--- config.mk ---
export PLATFORM = sky130hd
export DESIGN_NAME = multicycle_ctrl_flat
export DESIGN_NICKNAME = d
export VERILOG_FILES = /design/src/rtl/multicycle_pkg.sv /design/src/rtl/multicycle_ctrl_if.sv /design/src/rtl/multicycle_ctrl_alu_decoder.sv /design/src/rtl/multicycle_ctrl.sv /design/src/flat_wrapper.sv
export SDC_FILE = /design/constraint.sdc
export NUM_CORES = 1
export LEC_CHECK = 0
export ABC_AREA = 1
export BUFFER_PORTS_ARGS = -buffer_cell sky130_fd_sc_hd__buf_2
export CAP_MARGIN = 25
export CORE_ASPECT_RATIO = 1.25
export CORE_MARGIN = 4
export CORE_UTILIZATION = 58
export CTS_BUF_LIST = sky130_fd_sc_hd__clkbuf_8
export CTS_CLUSTER_SIZE = 24
export DETAILED_ROUTE_END_ITERATION = 16
export PLACE_DENSITY = 0.87
export SYNTH_ARGS = -nofsm -noshare
export SYNTH_HDL_FRONTEND = slang
export SYNTH_SLANG_ARGS = --single-unit
--- constraint.sdc ---
create_clock -name clk -period 2.9 [get_ports clk]
set_input_delay 0.29 -clock clk [delete_from_list [all_inputs] [get_ports clk]]
set_output_delay 0.29 -clock clk [all_outputs]
set_load 0.05 [all_outputs]
--- src/rtl/multicycle_pkg.sv ---
// rtl/multicycle_pkg.sv - shared types and encodings for the multicycle control unit
package multicycle_pkg;

  // Main FSM states
  typedef enum logic [3:0] {
    FETCH,
    DECODE,
    MEMADR,
    MEMRD,
    MEMWB,
    MEMWR,
    EXECUTER,
    EXECUTEI,
    ALUWB,
    BRANCH,
    UNKNOWN
  } state_t;

  // Instr[27:26] opcode classes
  localparam logic [1:0] OP_DP  = 2'b00;
  localparam logic [1:0] OP_MEM = 2'b01;
  localparam logic [1:0] OP_BR  = 2'b10;
  localparam logic [1:0] OP_ILL = 2'b11;

  // ALUControl codes
  localparam logic [1:0] ALU_ADD = 2'b00;
  localparam logic [1:0] ALU_SUB = 2'b01;
  localparam logic [1:0] ALU_AND = 2'b10;
  localparam logic [1:0] ALU_OR  = 2'b11;

  // Data-processing cmd field (Funct[4:1])
  localparam logic [3:0] CMD_AND = 4'b0000;
  localparam logic [3:0] CMD_SUB = 4'b0010;
  localparam logic [3:0] CMD_ADD = 4'b0100;
  localparam logic [3:0] CMD_CMP = 4'b1010;
  localparam logic [3:0] CMD_ORR = 4'b1100;

  // ALUSrcA selects
  localparam logic [1:0] SRCA_RD1 = 2'b00;
  localparam logic [1:0] SRCA_PC  = 2'b01;

  // ALUSrcB selects
  localparam logic [1:0] SRCB_RD2  = 2'b00;
  localparam logic [1:0] SRCB_IMM  = 2'b01;
  localparam logic [1:0] SRCB_FOUR = 2'b10;

  // ResultSrc selects
  localparam logic [1:0] RES_ALUOUT    = 2'b00;
  localparam logic [1:0] RES_DATA      = 2'b01;
  localparam logic [1:0] RES_ALURESULT = 2'b10;

  // Register index whose write also redirects the PC
  localparam logic [3:0] REG_PC = 4'd15;

endpackage

--- src/rtl/multicycle_ctrl_if.sv ---
// rtl/multicycle_ctrl_if.sv - instruction fields in, datapath controls out
interface multicycle_ctrl_if #(
  parameter int CNT_W = 32
);

  logic [1:0]       Op;
  logic [5:0]       Funct;
  logic [3:0]       Rd;
  logic             IRWrite;
  logic             AdrSrc;
  logic [1:0]       ALUSrcA;
  logic [1:0]       ALUSrcB;
  logic [1:0]       ResultSrc;
  logic [1:0]       ALUControl;
  logic [1:0]       FlagW;
  logic             RegW;
  logic             MemW;
  logic             NextPC;
  logic             PCS;
  logic             Illegal;
  logic [CNT_W-1:0] InstrCount;

  // Controller side
  modport master (
    input  Op, Funct, Rd,
    output IRWrite, AdrSrc, ALUSrcA, ALUSrcB, ResultSrc, ALUControl,
    output FlagW, RegW, MemW, NextPC, PCS, Illegal, InstrCount
  );

  // Datapath side
  modport slave (
    output Op, Funct, Rd,
    input  IRWrite, AdrSrc, ALUSrcA, ALUSrcB, ResultSrc, ALUControl,
    input  FlagW, RegW, MemW, NextPC, PCS, Illegal, InstrCount
  );

endinterface

--- src/rtl/multicycle_ctrl_alu_decoder.sv ---
// rtl/multicycle_ctrl_alu_decoder.sv - combinational cmd/S decode for the ALU and flags
module alu_decoder
  import multicycle_pkg::*;
(
  input  logic       alu_op,
  input  logic [4:0] funct,
  output logic [1:0] alu_control,
  output logic [1:0] flag_w,
  output logic       no_write,
  output logic       bad_cmd
);

  logic [3:0] cmd;
  logic       s_bit;
  logic       arith;

  assign cmd   = funct[4:1];
  assign s_bit = funct[0];
  assign arith = (cmd == CMD_ADD) || (cmd == CMD_SUB) || (cmd == CMD_CMP);

  // Map cmd to ALU operation; CMP subtracts but never writes back
  always_comb begin
    alu_control = ALU_ADD;
    flag_w      = 2'b00;
    no_write    = 1'b0;
    bad_cmd     = 1'b0;
    if (alu_op) begin
      unique case (cmd)
        CMD_ADD: alu_control = ALU_ADD;
        CMD_SUB: alu_control = ALU_SUB;
        CMD_AND: alu_control = ALU_AND;
        CMD_ORR: alu_control = ALU_OR;
        CMD_CMP: begin
          alu_control = ALU_SUB;
          no_write    = 1'b1;
        end
        default: bad_cmd = 1'b1;
      endcase
      flag_w = {s_bit, s_bit & arith};
    end
  end

endmodule

--- src/rtl/multicycle_ctrl.sv ---
// rtl/multicycle_ctrl.sv - Moore main FSM sequencing the multicycle ARM datapath
module multicycle_ctrl
  import multicycle_pkg::*;
#(
  parameter int CNT_W = 32
) (
  input  logic               clk,
  input  logic               reset,
  multicycle_ctrl_if.master  bus
);

  state_t           state;
  state_t           next_state;
  logic [CNT_W-1:0] count;

  logic       ir_write;
  logic       adr_src;
  logic [1:0] src_a;
  logic [1:0] src_b;
  logic [1:0] result_src;
  logic       alu_op;
  logic       branch;
  logic       reg_w;
  logic       mem_w;
  logic       next_pc;
  logic       retire;
  logic       alu_eval;

  logic [1:0] dec_alu_control;
  logic [1:0] dec_flag_w;
  logic       dec_no_write;
  logic       dec_bad_cmd;

  // ALUOp is derived from state alone so the decoder never feeds back into itself
  assign alu_op   = (state == EXECUTER) || (state == EXECUTEI) || (state == ALUWB);
  assign alu_eval = (state == EXECUTER) || (state == EXECUTEI);
  assign retire   = (state == MEMWB) || (state == MEMWR) || (state == ALUWB) || (state == BRANCH);

  alu_decoder u_alu_decoder (
    .alu_op      (alu_op),
    .funct       (bus.Funct[4:0]),
    .alu_control (dec_alu_control),
    .flag_w      (dec_flag_w),
    .no_write    (dec_no_write),
    .bad_cmd     (dec_bad_cmd)
  );

  // State register; reset lands in FETCH immediately, abandoning any partial instruction
  always_ff @(posedge clk or posedge reset) begin
    if (reset) begin
      state <= FETCH;
    end else begin
      state <= next_state;
    end
  end

  // Retired-instruction counter, bumped on the final cycle of each real instruction
  always_ff @(posedge clk or posedge reset) begin
    if (reset) begin
      count <= '0;
    end else if (retire) begin
      count <= count + CNT_W'(1);
    end
  end

  // Next-state and Moore control decode
  always_comb begin
    next_state = FETCH;
    ir_write   = 1'b0;
    adr_src    = 1'b0;
    src_a      = SRCA_RD1;
    src_b      = SRCB_RD2;
    result_src = RES_ALUOUT;
    branch     = 1'b0;
    reg_w      = 1'b0;
    mem_w      = 1'b0;
    next_pc    = 1'b0;
    unique case (state)
      FETCH: begin
        ir_write   = 1'b1;
        src_a      = SRCA_PC;
        src_b      = SRCB_FOUR;
        result_src = RES_ALURESULT;
        next_pc    = 1'b1;
        next_state = DECODE;
      end
      DECODE: begin
        src_a      = SRCA_PC;
        src_b      = SRCB_FOUR;
        result_src = RES_ALURESULT;
        unique case (bus.Op)
          OP_MEM:  next_state = MEMADR;
          OP_DP:   next_state = bus.Funct[5] ? EXECUTEI : EXECUTER;
          OP_BR:   next_state = BRANCH;
          default: next_state = UNKNOWN;
        endcase
      end
      MEMADR: begin
        src_b      = SRCB_IMM;
        next_state = bus.Funct[0] ? MEMRD : MEMWR;
      end
      MEMRD: begin
        adr_src    = 1'b1;
        next_state = MEMWB;
      end
      MEMWB: begin
        result_src = RES_DATA;
        reg_w      = 1'b1;
      end
      MEMWR: begin
        adr_src = 1'b1;
        mem_w   = 1'b1;
      end
      EXECUTER: begin
        next_state = ALUWB;
      end
      EXECUTEI: begin
        src_b      = SRCB_IMM;
        next_state = ALUWB;
      end
      ALUWB: begin
        reg_w = ~dec_no_write & ~dec_bad_cmd;
      end
      BRANCH: begin
        src_b      = SRCB_IMM;
        result_src = RES_ALURESULT;
        branch     = 1'b1;
      end
      default: begin
        next_state = FETCH;
      end
    endcase
  end

  assign bus.IRWrite    = ir_write & ~reset;
  assign bus.AdrSrc     = adr_src;
  assign bus.ALUSrcA    = src_a;
  assign bus.ALUSrcB    = src_b;
  assign bus.ResultSrc  = result_src;
  assign bus.ALUControl = dec_alu_control;
  assign bus.FlagW      = (alu_eval && !reset) ? dec_flag_w : 2'b00;
  assign bus.RegW       = reg_w & ~reset;
  assign bus.MemW       = mem_w & ~reset;
  assign bus.NextPC     = next_pc & ~reset;
  assign bus.PCS        = (branch | (reg_w & (bus.Rd == REG_PC))) & ~reset;
  assign bus.Illegal    = (state == UNKNOWN) || ((state == ALUWB) && dec_bad_cmd);
  assign bus.InstrCount = count;

endmodule

--- src/flat_wrapper.sv ---
// flat-port wrapper written by rule: the top's interface ports become plain ports
module multicycle_ctrl_flat import multicycle_pkg::*;
#(
  parameter int CNT_W = 32
)
  (clk, reset, bus_Op, bus_Funct, bus_Rd, bus_IRWrite, bus_AdrSrc, bus_ALUSrcA, bus_ALUSrcB, bus_ResultSrc, bus_ALUControl, bus_FlagW, bus_RegW, bus_MemW, bus_NextPC, bus_PCS, bus_Illegal, bus_InstrCount);
  multicycle_ctrl_if #(.CNT_W(CNT_W)) bus_i ();
  input  logic clk;
  input  logic reset;
  input wire logic [$bits(bus_i.Op)-1:0] bus_Op;
  input wire logic [$bits(bus_i.Funct)-1:0] bus_Funct;
  input wire logic [$bits(bus_i.Rd)-1:0] bus_Rd;
  output wire logic [$bits(bus_i.IRWrite)-1:0] bus_IRWrite;
  output wire logic [$bits(bus_i.AdrSrc)-1:0] bus_AdrSrc;
  output wire logic [$bits(bus_i.ALUSrcA)-1:0] bus_ALUSrcA;
  output wire logic [$bits(bus_i.ALUSrcB)-1:0] bus_ALUSrcB;
  output wire logic [$bits(bus_i.ResultSrc)-1:0] bus_ResultSrc;
  output wire logic [$bits(bus_i.ALUControl)-1:0] bus_ALUControl;
  output wire logic [$bits(bus_i.FlagW)-1:0] bus_FlagW;
  output wire logic [$bits(bus_i.RegW)-1:0] bus_RegW;
  output wire logic [$bits(bus_i.MemW)-1:0] bus_MemW;
  output wire logic [$bits(bus_i.NextPC)-1:0] bus_NextPC;
  output wire logic [$bits(bus_i.PCS)-1:0] bus_PCS;
  output wire logic [$bits(bus_i.Illegal)-1:0] bus_Illegal;
  output wire logic [$bits(bus_i.InstrCount)-1:0] bus_InstrCount;
  assign bus_i.Op = bus_Op;
  assign bus_i.Funct = bus_Funct;
  assign bus_i.Rd = bus_Rd;
  assign bus_IRWrite = bus_i.IRWrite;
  assign bus_AdrSrc = bus_i.AdrSrc;
  assign bus_ALUSrcA = bus_i.ALUSrcA;
  assign bus_ALUSrcB = bus_i.ALUSrcB;
  assign bus_ResultSrc = bus_i.ResultSrc;
  assign bus_ALUControl = bus_i.ALUControl;
  assign bus_FlagW = bus_i.FlagW;
  assign bus_RegW = bus_i.RegW;
  assign bus_MemW = bus_i.MemW;
  assign bus_NextPC = bus_i.NextPC;
  assign bus_PCS = bus_i.PCS;
  assign bus_Illegal = bus_i.Illegal;
  assign bus_InstrCount = bus_i.InstrCount;
  multicycle_ctrl #(.CNT_W(CNT_W)) u_core (.clk(clk), .reset(reset), .bus(bus_i));
endmodule
# Word level (Yosys, flattened, before mapping)
# Index checks and enable logic that the tools add are counted.
[classes]
mux = 20
addsub = 1
n_reduce_logical = 21
n_bitwise = 11
eq_ne = 17
[op_table]
columns = ["op", "n"]
rows = [
  ["$add A32 B1 Y32 const B", 1],
  ["$eq A4 B4 Y1 const B", 6],
  ["$eq A4 B3 Y1 const B", 5],
  ["$pmux W4 S5", 1],
  ["$eq A4 B2 Y1 const B", 3],
  ["$pmux W4 S3", 1],
  ["$mux W1", 10],
  ["$logic_not A4 Y1", 2],
  ["$logic_or A1 B1 Y1", 8],
  ["$pmux W2 S2", 2],
  ["$reduce_or A2 Y1", 4],
  ["$and A1 B1 Y1", 7],
  ["$mux W2", 3],
  ["$pmux W2 S3", 1],
  ["$reduce_or A3 Y1", 2],
  ["$reduce_or A5 Y1", 1],
  ["$eq A4 B1 Y1 const B", 1],
  ["$mux W3", 1],
  ["$not A1 Y1", 3],
  ["$eq A2 B1 Y1 const B", 1],
  ["$eq A2 B2 Y1 const B", 1],
  ["$logic_and A1 B1 Y1", 2],
  ["$logic_not A2 Y1", 1],
  ["$pmux W1 S2", 1],
  ["2 further kinds", 2],
]
[word_totals]
input_bits = 14
ff_bits = 36
output_inout_bits = 49
word_cells = 72

# Longest topological paths before layout
# Gate-level depths: netlist of the first run.
[depth]
word_depth = 10
depth_mapped = 10
depth_no_buf = 10

# Hierarchy
# A second synthesis of the first run with hierarchy kept.
[hier_totals]
cells_unflattened = 334
hier_area_um2 = 2327.2
[by_module_without_submodules]
columns = ["mod", "area_per_inst_um2", "cells_each", "seq_area_each_um2", "n_inst"]
rows = [
  ["multicycle_ctrl", 2180.8, 299, 900.9, 1],
  ["alu_decoder", 146.4, 35, 0.0, 1],
]

# Worst setup path after synthesis of the first run
# Ideal clock, no wire load.
[synth_timing]
path_kind = "register -> output"
start = "reg u_core.state[1]"
end = "out bus_PCS"
n_path_buf = 0
setup_slack_ns = 0.221
t_required_ns = 2.610
path_stages_with_launch = 8
arrival_ns = 2.389
cell_sequence = "dfrtp_1 -> inv_1 -> nand2_1 -> nor2_1 -> inv_1 -> nand2_1 -> nand2_1 -> a21oi_1"
[synth_via]
elab_chain_len = 10
elab_cells_between_ends = 17
classes_between = "eq/ne: 5; mux: 4; bitwise: 6; reduce/logical: 2"
[synth_lines]
columns = ["item", "line_no", "text"]
rows = [
  ["start, declared", "multicycle_ctrl.sv:12", "state_t state;"],
  ["start signal, assigned", "multicycle_ctrl.sv:53", "state <= next_state;"],
  ["$eq A4 B3 Y1", "multicycle_ctrl.sv:35", "assign alu_op = (state == EXECUTER) || (state == EXECUTEI) || (state == ALUWB);"],
  ["$logic_or A1 B1 Y1 (2 in series)", "multicycle_ctrl.sv:35", ""],
  ["$mux W1", "multicycle_ctrl_alu_decoder.sv:27", "if (alu_op) begin"],
  ["$not A1 Y1", "multicycle_ctrl.sv:122", "reg_w = ~dec_no_write & ~dec_bad_cmd;"],
  ["$and A1 B1 Y1", "multicycle_ctrl.sv:122", ""],
  ["$pmux W1 S2", "multicycle_ctrl.sv:78", "unique case (state)"],
  ["$and A1 B1 Y1", "multicycle_ctrl.sv:145", "assign bus.PCS = (branch | (reg_w & (bus.Rd == REG_PC))) & ~reset;"],
  ["$or A1 B1 Y1 (*)", "multicycle_ctrl.sv:145", ""],
  ["$and A1 B1 Y1 (*)", "multicycle_ctrl.sv:145", ""],
  ["end, declared", "flat_wrapper.sv:23", "output wire logic [$bits(bus_i.PCS)-1:0] bus_PCS;"],
]
# Mark *: on every way between the ends. The rest lies on a longest branch, timed or not.

# Worst setup path in the final report of the first run
# Same ends and word-level chain as after synthesis.

==> reports/results.ini, run 1 <==
[synthesis]
syn_inst = 328
synthSimpleGateAreaFrac = 0.396
ys_ff_latch = 36
yosys_most_used_dff = dfrtp_1
synthesis.nets = 343
synth_top_family_by_area = simple AND/OR/NAND/NOR gates
synth_fa_ha_area_frac = 0.00545
synth-xor-area-share = 0.0611
synth-compound-area-share = 0.0463
postSynthAreaPerCell_um2 = 7.00
ys_seq_area_frac = 0.393
synth_mux_area_frac = 0
synthesis.area_um2 = 2290
synth_warnings = 0
async_flop_share = 1.00
synth-edff-count = 0
ys_types = 31

[drt]
wl_um = 5390
dr_total_vias = 2268
viasPerCell = 5.07
ant_nets = 0
wl_per_cell_um = 12.0
drc = 0
dr.pass1.iters = 5
drt_iter0_markers = 186

[setup_path]
crit_required_ns = 2.61
worst_path_dominant_cell_family = buffers and inverters
r2r-end = u_core.bus.InstrCount[28]$_DFFE_PP0P_
r2r_setup_slack_ns = 1.26
worst-path-max-fanout = 7
cp_num_buf_inv = 2
slowest_stage = dfrtp_1
rr_worst_depth = 9
cp.arrival_ns = 1.73
worstSetupEndpointType = primary output
setup.worst_path.start_class = register
crit_chain = inv_1 -> nand2_1 -> nor2_1 -> nand3_1 -> nand2_1 -> nand2_1 -> a21oi_1 -> buf_2
rr_startpoint = u_core.bus.InstrCount[0]$_DFFE_PP0P_
crit_type = reg -> out
timing.critical_path.mode_cell = nand2_1
cpPeakStageDelay_ns = 0.42

[grt]
antenna_found_initial = 0
grt_pass1_wl_um = 9530
overflow = 0
grt_max_degree = 22
track_usage = 0.237
grt_pass1_vias = 2276

[sta]
relSlewSlack = 0.472
fin_crit_sh = 0.697
slew_violations = 0
grt_setup_unrepaired = no
clock_skew_ns = 0.00638
hold_viol = 0
tns_ns = 0
tightestPinTransition_ns = 0.791
fin_crit_ns = 2.02
setup_viol_count_final = 0
hold_slack_ns = 0.194
fmax_mhz = 494

[layout]
diodes = 0
area_delta_synth_final_pct = 19.1
stdcell_area_um2 = 2730
final_nets = 408
drive_gt1_frac = 0.216

[clock_tree]
cts.path.max_buffers = 2
cts_tree = built
ctsHoldBuffers = 0
cts_buffers = 5
htree_num_levels = 2
clk_latency_ns = 0.28
path_clk_slew_ns = 0.07
cts_resized = 0
post_cts_buffers = 0
root_buffer = clkbuf_8
clkSinkCount = 36

[placement]
place_area_um2 = 2640
dp_hpwl_um = 4280
gp_congestion = 0.859
port_buffers = 61

[power_and_ir_drop]
ir_drop_v = 0.00117
leakage_nw = 1.48
powerDensity_nw_per_um2 = 706

[min_path]
worstHoldPathType = in -> async

[floorplanning]
chipHeight_um = 78.3
core-area_um2 = 3820
fp.dieW_um = 64.3
die_area_um2 = 5030
rows = 25
pin_count = 63
start_util = 0.601

[run]
max_cap_viol_count = 0

[outcome]
outcome = completed

per-layer routing:
metal / track usage / share of wire / vias up
li1: - / - / 1146
met1: 0.253 / 0.38 / 1041
met2: 0.452 / 0.55 / 73
met3: 0.0486 / 0.057 / 8
met4: 0.0803 / 0.012 / 0
met5: 0 / 0 / -
through the flow:
stage / power, mW / cells / utilization / setup WS, ns
6_report: 1.93 / 447 / 0.716 / 0.878
5_1_grt: 2.04 / 447 / 0.716 / 0.695
4_1_cts: 1.95 / 447 / 0.716 / 0.871
3_5_place_dp: 1.57 / 440 / 0.691 / 1.18
3_3_place_gp: 1.55 / 440 / 0.691 / 1.24
2_1_floorplan: 1.38 / 328 / - / 0.221
cells in the mapped netlist (all sizes together), types with 2 or more instances:
| master | number | area, um2 |
|---|---|---|
| nand2 | 105 | 409 |
| nor2 | 55 | 239 |
| inv | 47 | 176 |
| dfrtp | 36 | 901 |
| nand3 | 18 | 100 |
| nand4 | 11 | 68.8 |
| nor3 | 11 | 71.3 |
| xor2 | 10 | 87.6 |
| o21ai | 8 | 40.0 |
| xnor2 | 6 | 52.6 |
| a21oi | 4 | 20.0 |
| buf | 4 | 37.5 |
| clkinv | 2 | 7.51 |
| nand3b | 2 | 15.0 |
| o311ai | 2 | 17.5 |
flip-flops by register name, summed over array words and instances, names as in the netlist:
signal / flops
u_core.bus.InstrCount: 32
u_core.state: 4
layout make-up:
class	instances	area, um2
timing repair buffer	62	313
clock buffer	7	96.3
fill	324	1080
tap	54	67.6
sequential	36	901
multi-input combinational	239	1170
inverter	49	184
cells by family (layout without fill, tap and decap cells):
family,Yosys count,count (layout)
simple gates,203,203
fa+ha+maj,1,1
buf+inv,53,118
other cells,1,1
compound gates,18,18
flops,36,36
xor+xnor,16,16
cell usage in the layout, fill, tap and decap left out, drive strengths merged, types with 2 or more instances in the layout:
| cell | n |
|---|---|
| nand2 | 105 |
| buf | 62 |
| nor2 | 55 |
| inv | 47 |
| dfrtp | 36 |
| nand3 | 18 |
| nand4 | 11 |
| nor3 | 11 |
| xor2 | 10 |
| o21ai | 8 |
| clkbuf | 7 |
| xnor2 | 6 |
| a21oi | 4 |
| clkinv | 2 |
| nand3b | 2 |
| o311ai | 2 |
power breakdown:
part | leakage, nW | internal (mW) | switching [mW]
combinational | 0.939 | 0.194 | 0.726
clock | 0.0503 | 0.211 | 0.164
sequential | 0.492 | 0.561 | 0.0730
worst max-delay path by stage:
stage	start	endpoint	slack, ns	cells past startpoint
after detailed placement	u_core.state[1]$_DFF_PP0_	bus_PCS	1.18	8
after global routing	u_core.state[1]$_DFF_PP0_	bus_PCS	0.69	8
after CTS	u_core.state[1]$_DFF_PP0_	bus_PCS	0.87	8
after global placement	u_core.state[1]$_DFF_PP0_	bus_PCS	1.24	8
after floorplan	u_core.state[1]$_DFF_PP0_	bus_PCS	0.22	7
final	u_core.state[1]$_DFF_PP0_	bus_PCS	0.88	8
No activity file was read; power rests on OpenSTA's default activity.
==> run 2, diff against run 1 <==
Settings changed: CORE_UTILIZATION 58 to 54, PLACE_DENSITY 0.87 to 0.82.
Clock period 2.9 ns to 2.1 ns, I/O delays scaled along.
==> reports/results.ini, run 2 (same netlist as run 1, synthesis figures left out) <==
[floorplanning]
fp.dieW_um = 66.3  ; +3.2%
chipHeight_um = 80.9  ; +3.3%
die_area_um2 = 5360  ; +6.5%
pin_count = 63  ; unchanged
rows = 26  ; +4.0%
core-area_um2 = 4100  ; +7.4%
start_util = 0.560  ; -0.0415

[sta]
slew_violations = 0  ; unchanged
fin_crit_ns = 1.93
hold_slack_ns = 0.0852  ; -0.109 ns
fmax_mhz = 519
fin_crit_sh = 0.918
setup_viol_count_final = 0  ; unchanged
grt_setup_unrepaired = no
hold_viol = 0  ; unchanged
clock_skew_ns = 0.00600  ; -0.000383 ns

[drt]
wl_um = 5320  ; -1.3%
dr_total_vias = 2300  ; +1.4%
ant_nets = 0  ; unchanged
dr.pass1.iters = 4  ; -1
viasPerCell = 5.12  ; +0.96%
wl_per_cell_um = 11.8  ; -1.7%
drt_iter0_markers = 105  ; -44%
drc = 0  ; unchanged

[clock_tree]
clk_latency_ns = 0.29  ; about the same
path_clk_slew_ns = 0.07  ; about the same
htree_num_levels = 2  ; unchanged
cts_tree = built
clkSinkCount = 36  ; unchanged
cts.path.max_buffers = 2  ; unchanged
cts_buffers = 5  ; unchanged
root_buffer = clkbuf_8
ctsHoldBuffers = 0  ; unchanged

[setup_path]
cp_num_buf_inv = 2  ; unchanged
crit_required_ns = 1.89  ; -0.72 ns
crit_cells = 8  ; unchanged
worst_path_dominant_cell_family = simple AND/OR/NAND/NOR gates
slowest_stage = dfrtp_1
cpPeakStageDelay_ns = 0.43  ; about the same
crit_chain = inv_2 -> nand2_1 -> nor2_1 -> nand3_1 -> nand2_1 -> nand2_1 -> a21oi_2 -> buf_2
worstSetupEndpointType = primary output
worst-path-max-fanout = 7  ; unchanged
timing.critical_path.mode_cell = nand2_1
crit_type = reg -> out
rr_worst_depth = 8  ; -1
setup.worst_path.start_class = register
cp.arrival_ns = 1.72  ; about the same

[layout]
layout_commonest_cell = nand2_1
final_nets = 408  ; unchanged
area_delta_synth_final_pct = 19.2  ; about the same
largest_register_ffs = 32  ; unchanged
diodes = 0  ; unchanged
fill_cells = 382  ; +18%
fin_cells = 449  ; +0.45%
final_cell_mix = nand2_1, buf_2, nor2_1, inv_1, dfrtp_1
drive_gt1_frac = 0.226  ; +0.0102

[power_and_ir_drop]
powerDensity_nw_per_um2 = 961  ; +36%
ir_drop_v = 0.00113  ; -3.9%
leakage_nw = 1.48  ; -0.26%
fin_total_pwr_mw = 2.63  ; +36%

[min_path]
worstHoldPathType = in -> async

[grt]
grt_pass1_wl_um = 9270  ; -2.7%
grt_max_degree = 37  ; +68%
track_usage = 0.221  ; -0.0158
grt_pass1_vias = 2224  ; -2.3%
overflow = 0  ; unchanged
antenna_found_initial = 0  ; unchanged

[placement]
dp_hpwl_um = 4160  ; -2.9%
port_buffers = 61  ; unchanged
gp_congestion = 0.859  ; about the same
dp_cells = 442  ; +0.45%

[run]
max_cap_viol_count = 0  ; unchanged

[outcome]
outcome = completed

==> run 2: cell type report <==
type | count | area [um2] | area share
timing repair buffer | 62 | 315 | 0.115
clock buffer | 5 | 68.8 | 0.0252
multi-input combinational | 239 | 1190 | 0.434
inverter | 49 | 184 | 0.0672
sequential | 36 | 901 | 0.329
clock inverter | 2 | 8.76 | 0.00320
tap | 56 | 70.1 | 0.0256
==> run 2: path summary, 6_finish.rpt <==
kind                                                              end                             startpoint  slack, ns
worst max register to register  u_core.bus.InstrCount[26]$_DFFE_PP0P_   u_core.bus.InstrCount[0]$_DFFE_PP0P_       0.49
max in group asynchronous        u_core.bus.InstrCount[0]$_DFFE_PP0P_                                  reset       1.69
worst min-delay path             u_core.bus.InstrCount[8]$_DFFE_PP0P_                                  reset       0.09
worst min register to register  u_core.bus.InstrCount[21]$_DFFE_PP0P_  u_core.bus.InstrCount[21]$_DFFE_PP0P_       0.52
worst max-delay path                                          bus_PCS              u_core.state[1]$_DFF_PP0_       0.17
min in group clk                            u_core.state[2]$_DFF_PP0_                              bus_Op[1]       0.14
==> run 2: through the flow <==
step	setup slack, ns	utilization	TNS (ns)	area [um2]
after detailed placement	0.416	0.648	0	2660
after floorplan	-0.0261	-	-0.0261	2310
after CTS	0.0977	0.667	0	2730
final	0.173	0.667	0	2740
after global routing	0.00408	0.667	0	2740
after global placement	0.472	0.648	0	2660
==> run 2: layer usage <==
metal  part of all wire  GRT usage
met3              0.049     0.0470
met1               0.40      0.228
met5                  0          0
met4              0.026     0.0915
met2               0.52      0.422
==> run 2: timing repair <==
| action | in CTS | in global routing |
|---|---|---|
| setup buffers | 0 | 0 |
| resized for setup | 0 | 2 |
| setup endpoints to repair | 0 | 3 |
==> run 2: power by group <==
group | leakage, nW | switching (mW) | internal [mW] | total, mW
registers | 0.492 | 0.0978 | 0.775 | 0.872
clock network | 0.0452 | 0.240 | 0.221 | 0.460
logic | 0.941 | 1.02 | 0.278 | 1.30
==> run 2: worst reg2reg max path, cell delays in order, from the launching register on <==
cell     delay [ns]
dfrtp_1        0.41
ha_1           0.21
inv_1          0.08
nor2_1         0.13
nand2_2        0.09
nor2_4         0.29
nand4_1        0.17
nand2_1        0.09
nand2_1        0.05
==> run 3, diff against run 2 <==
--- a/constraint.sdc
+++ b/constraint.sdc
@@ -3,2 +3,2 @@
 set_output_delay 0.21 -clock clk [all_outputs]
-set_load 0.05 [all_outputs]
+set_load 0.1 [all_outputs]
==> reports/results.ini, run 3 (same netlist as run 1, synthesis figures left out) <==
[grt]
grt_pass1_vias = 2247  ; +1.0%
grt_max_degree = 16  ; -57%
grt_pass1_wl_um = 9190  ; -0.82%
track_usage = 0.218  ; -0.00258
overflow = 0  ; unchanged
antenna_found_initial = 0  ; unchanged

[floorplanning]
chipHeight_um = 80.9  ; unchanged
fp.dieW_um = 66.3  ; unchanged
pin_count = 63  ; unchanged
core-area_um2 = 4100  ; unchanged
die_area_um2 = 5360  ; unchanged
start_util = 0.560  ; unchanged
rows = 26  ; unchanged

[clock_tree]
cts_buffers = 5  ; unchanged
clkSinkCount = 36  ; unchanged
htree_num_levels = 2  ; unchanged
root_buffer = clkbuf_8
cts_tree = built
cts.path.max_buffers = 2  ; unchanged
ctsHoldBuffers = 0  ; unchanged
path_clk_slew_ns = 0.07  ; about the same
clk_latency_ns = 0.28  ; about the same

[layout]
regArea_um2 = 905  ; +0.42%
fin_cells = 452  ; +0.67%
final_nets = 410  ; +0.49%
area_delta_synth_final_pct = 25.2
layout_commonest_cell = nand2_1
multiInputGateArea_um2 = 1240  ; +4.5%
final_cell_mix = nand2_1, buf_2, nor2_1, inv_1, dfrtp_1
final_core_util = 0.701  ; +0.0339
largest_register_ffs = 32  ; unchanged
drive_gt1_frac = 0.258  ; +0.0311
fill_cells = 352  ; -7.9%
diodes = 0  ; unchanged
stdcell_area_um2 = 2870  ; +5.1%

[drt]
wl_um = 5240  ; -1.5%
viasPerCell = 5.08  ; -0.84%
dr.pass1.iters = 4  ; unchanged
dr_total_vias = 2296  ; -0.17%
ant_nets = 0  ; unchanged
wl_per_cell_um = 11.6  ; -2.2%
drc = 0  ; unchanged
drt_iter0_markers = 94  ; -10%

[power_and_ir_drop]
powerDensity_nw_per_um2 = 1160  ; +21%
ir_drop_v = 0.00109  ; -3.1%
fin_total_pwr_mw = 3.34  ; +27%
leakage_nw = 1.51  ; +2.2%

[run]
max_cap_viol_count = 0  ; unchanged

[sta]
tns_ns = 0  ; unchanged
setup_viol_count_final = 0  ; unchanged
fin_crit_sh = 0.944  ; +0.0261
hold_viol = 0  ; unchanged
fin_crit_ns = 1.98  ; +0.0548 ns
fmax_mhz = 505  ; -2.8%
clock_skew_ns = 0.00731  ; +0.00131 ns
slew_violations = 0  ; unchanged
grt_setup_unrepaired = no

[setup_path]
crit_type = reg -> out
crit_required_ns = 1.89  ; about the same
worstSetupEndpointType = primary output
setup.worst_path.start_class = register
worst-path-max-fanout = 5  ; -2
crit_chain = inv_2 -> nor2_1 -> nand3_1 -> o21ai_1 -> buf_2
cp.arrival_ns = 1.77  ; +0.05 ns
slowest_stage = buf_2
cpPeakStageDelay_ns = 0.45  ; +0.02 ns

[placement]
dp_hpwl_um = 4230  ; +1.7%
gp_congestion = 0.917  ; +6.8%
dp_cells = 444  ; +0.45%
port_buffers = 61  ; unchanged
place_area_um2 = 2770  ; +4.1%

[outcome]
outcome = completed

[min_path]
worstHoldPathType = in -> async

run 3: layout make-up:
type / instances / area share
repair buffers: 64 / 0.128
flip-flops and latches: 36 / 0.315
clock buffers: 6 / 0.0287
well taps: 56 / 0.0244
inverters: 49 / 0.0697
multi-input cells: 239 / 0.432
clock inverters: 2 / 0.00261
run 3: worst max-delay path: cells and delay by family (launching register included):
family          cells  cell delay, ns
buf+inv             2            0.53
flops               1            0.40
simple gates        2            0.40
compound gates      1            0.16
run 3: worst paths after layout:
check	start	to	slack (ns)	cells after the start
hold / removal	reset	u_core.state[2]$_DFF_PP0_	0.008	2
setup / recovery	u_core.state[0]$_DFF_PP0_	bus_ResultSrc[1]	0.12	5
setup reg to reg	u_core.state[3]$_DFF_PP0_	u_core.bus.InstrCount[16]$_DFFE_PP0P_	0.46	9
hold reg to reg	u_core.bus.InstrCount[0]$_DFFE_PP0P_	u_core.bus.InstrCount[0]$_DFFE_PP0P_	0.52	1
min in group clk	bus_Op[1]	u_core.state[2]$_DFF_PP0_	0.16	2
max in group asynchronous	reset	u_core.bus.InstrCount[0]$_DFFE_PP0P_	1.57	3
run 3: layer usage:
metal  wire, um  vias to the layer above  GRT usage
met2       2680                       63      0.405
met4         76                        0     0.0793
met1       2190                     1058      0.240
met5          0                        -          0
met3        288                       10     0.0484
li1           -                     1165          -
run 3: power breakdown:
part	internal (mW)	switching, mW	leakage [nW]
clock network	0.258	0.232	0.0538
registers	0.780	0.103	0.488
logic	0.312	1.66	0.969
total	1.35	1.99	1.51
run 3: per-stage QoR:
step / hold slack, ns / setup WS [ns]
3_3_place_gp: 0.304 / 0.373
2_1_floorplan: 0.306 / -0.132
6_report: 0.00815 / 0.118
4_1_cts: 0.0107 / 0.00501
3_5_place_dp: 0.314 / 0.317
5_1_grt: 0.0276 / 0.00482
run 3: timing repair:
item | CTS | global route
gates resized for setup | 0 | 8
setup endpoints to repair | 0 | 6
endpoints found under the hold margin | 0 | 0
setup buffers | 0 | 0
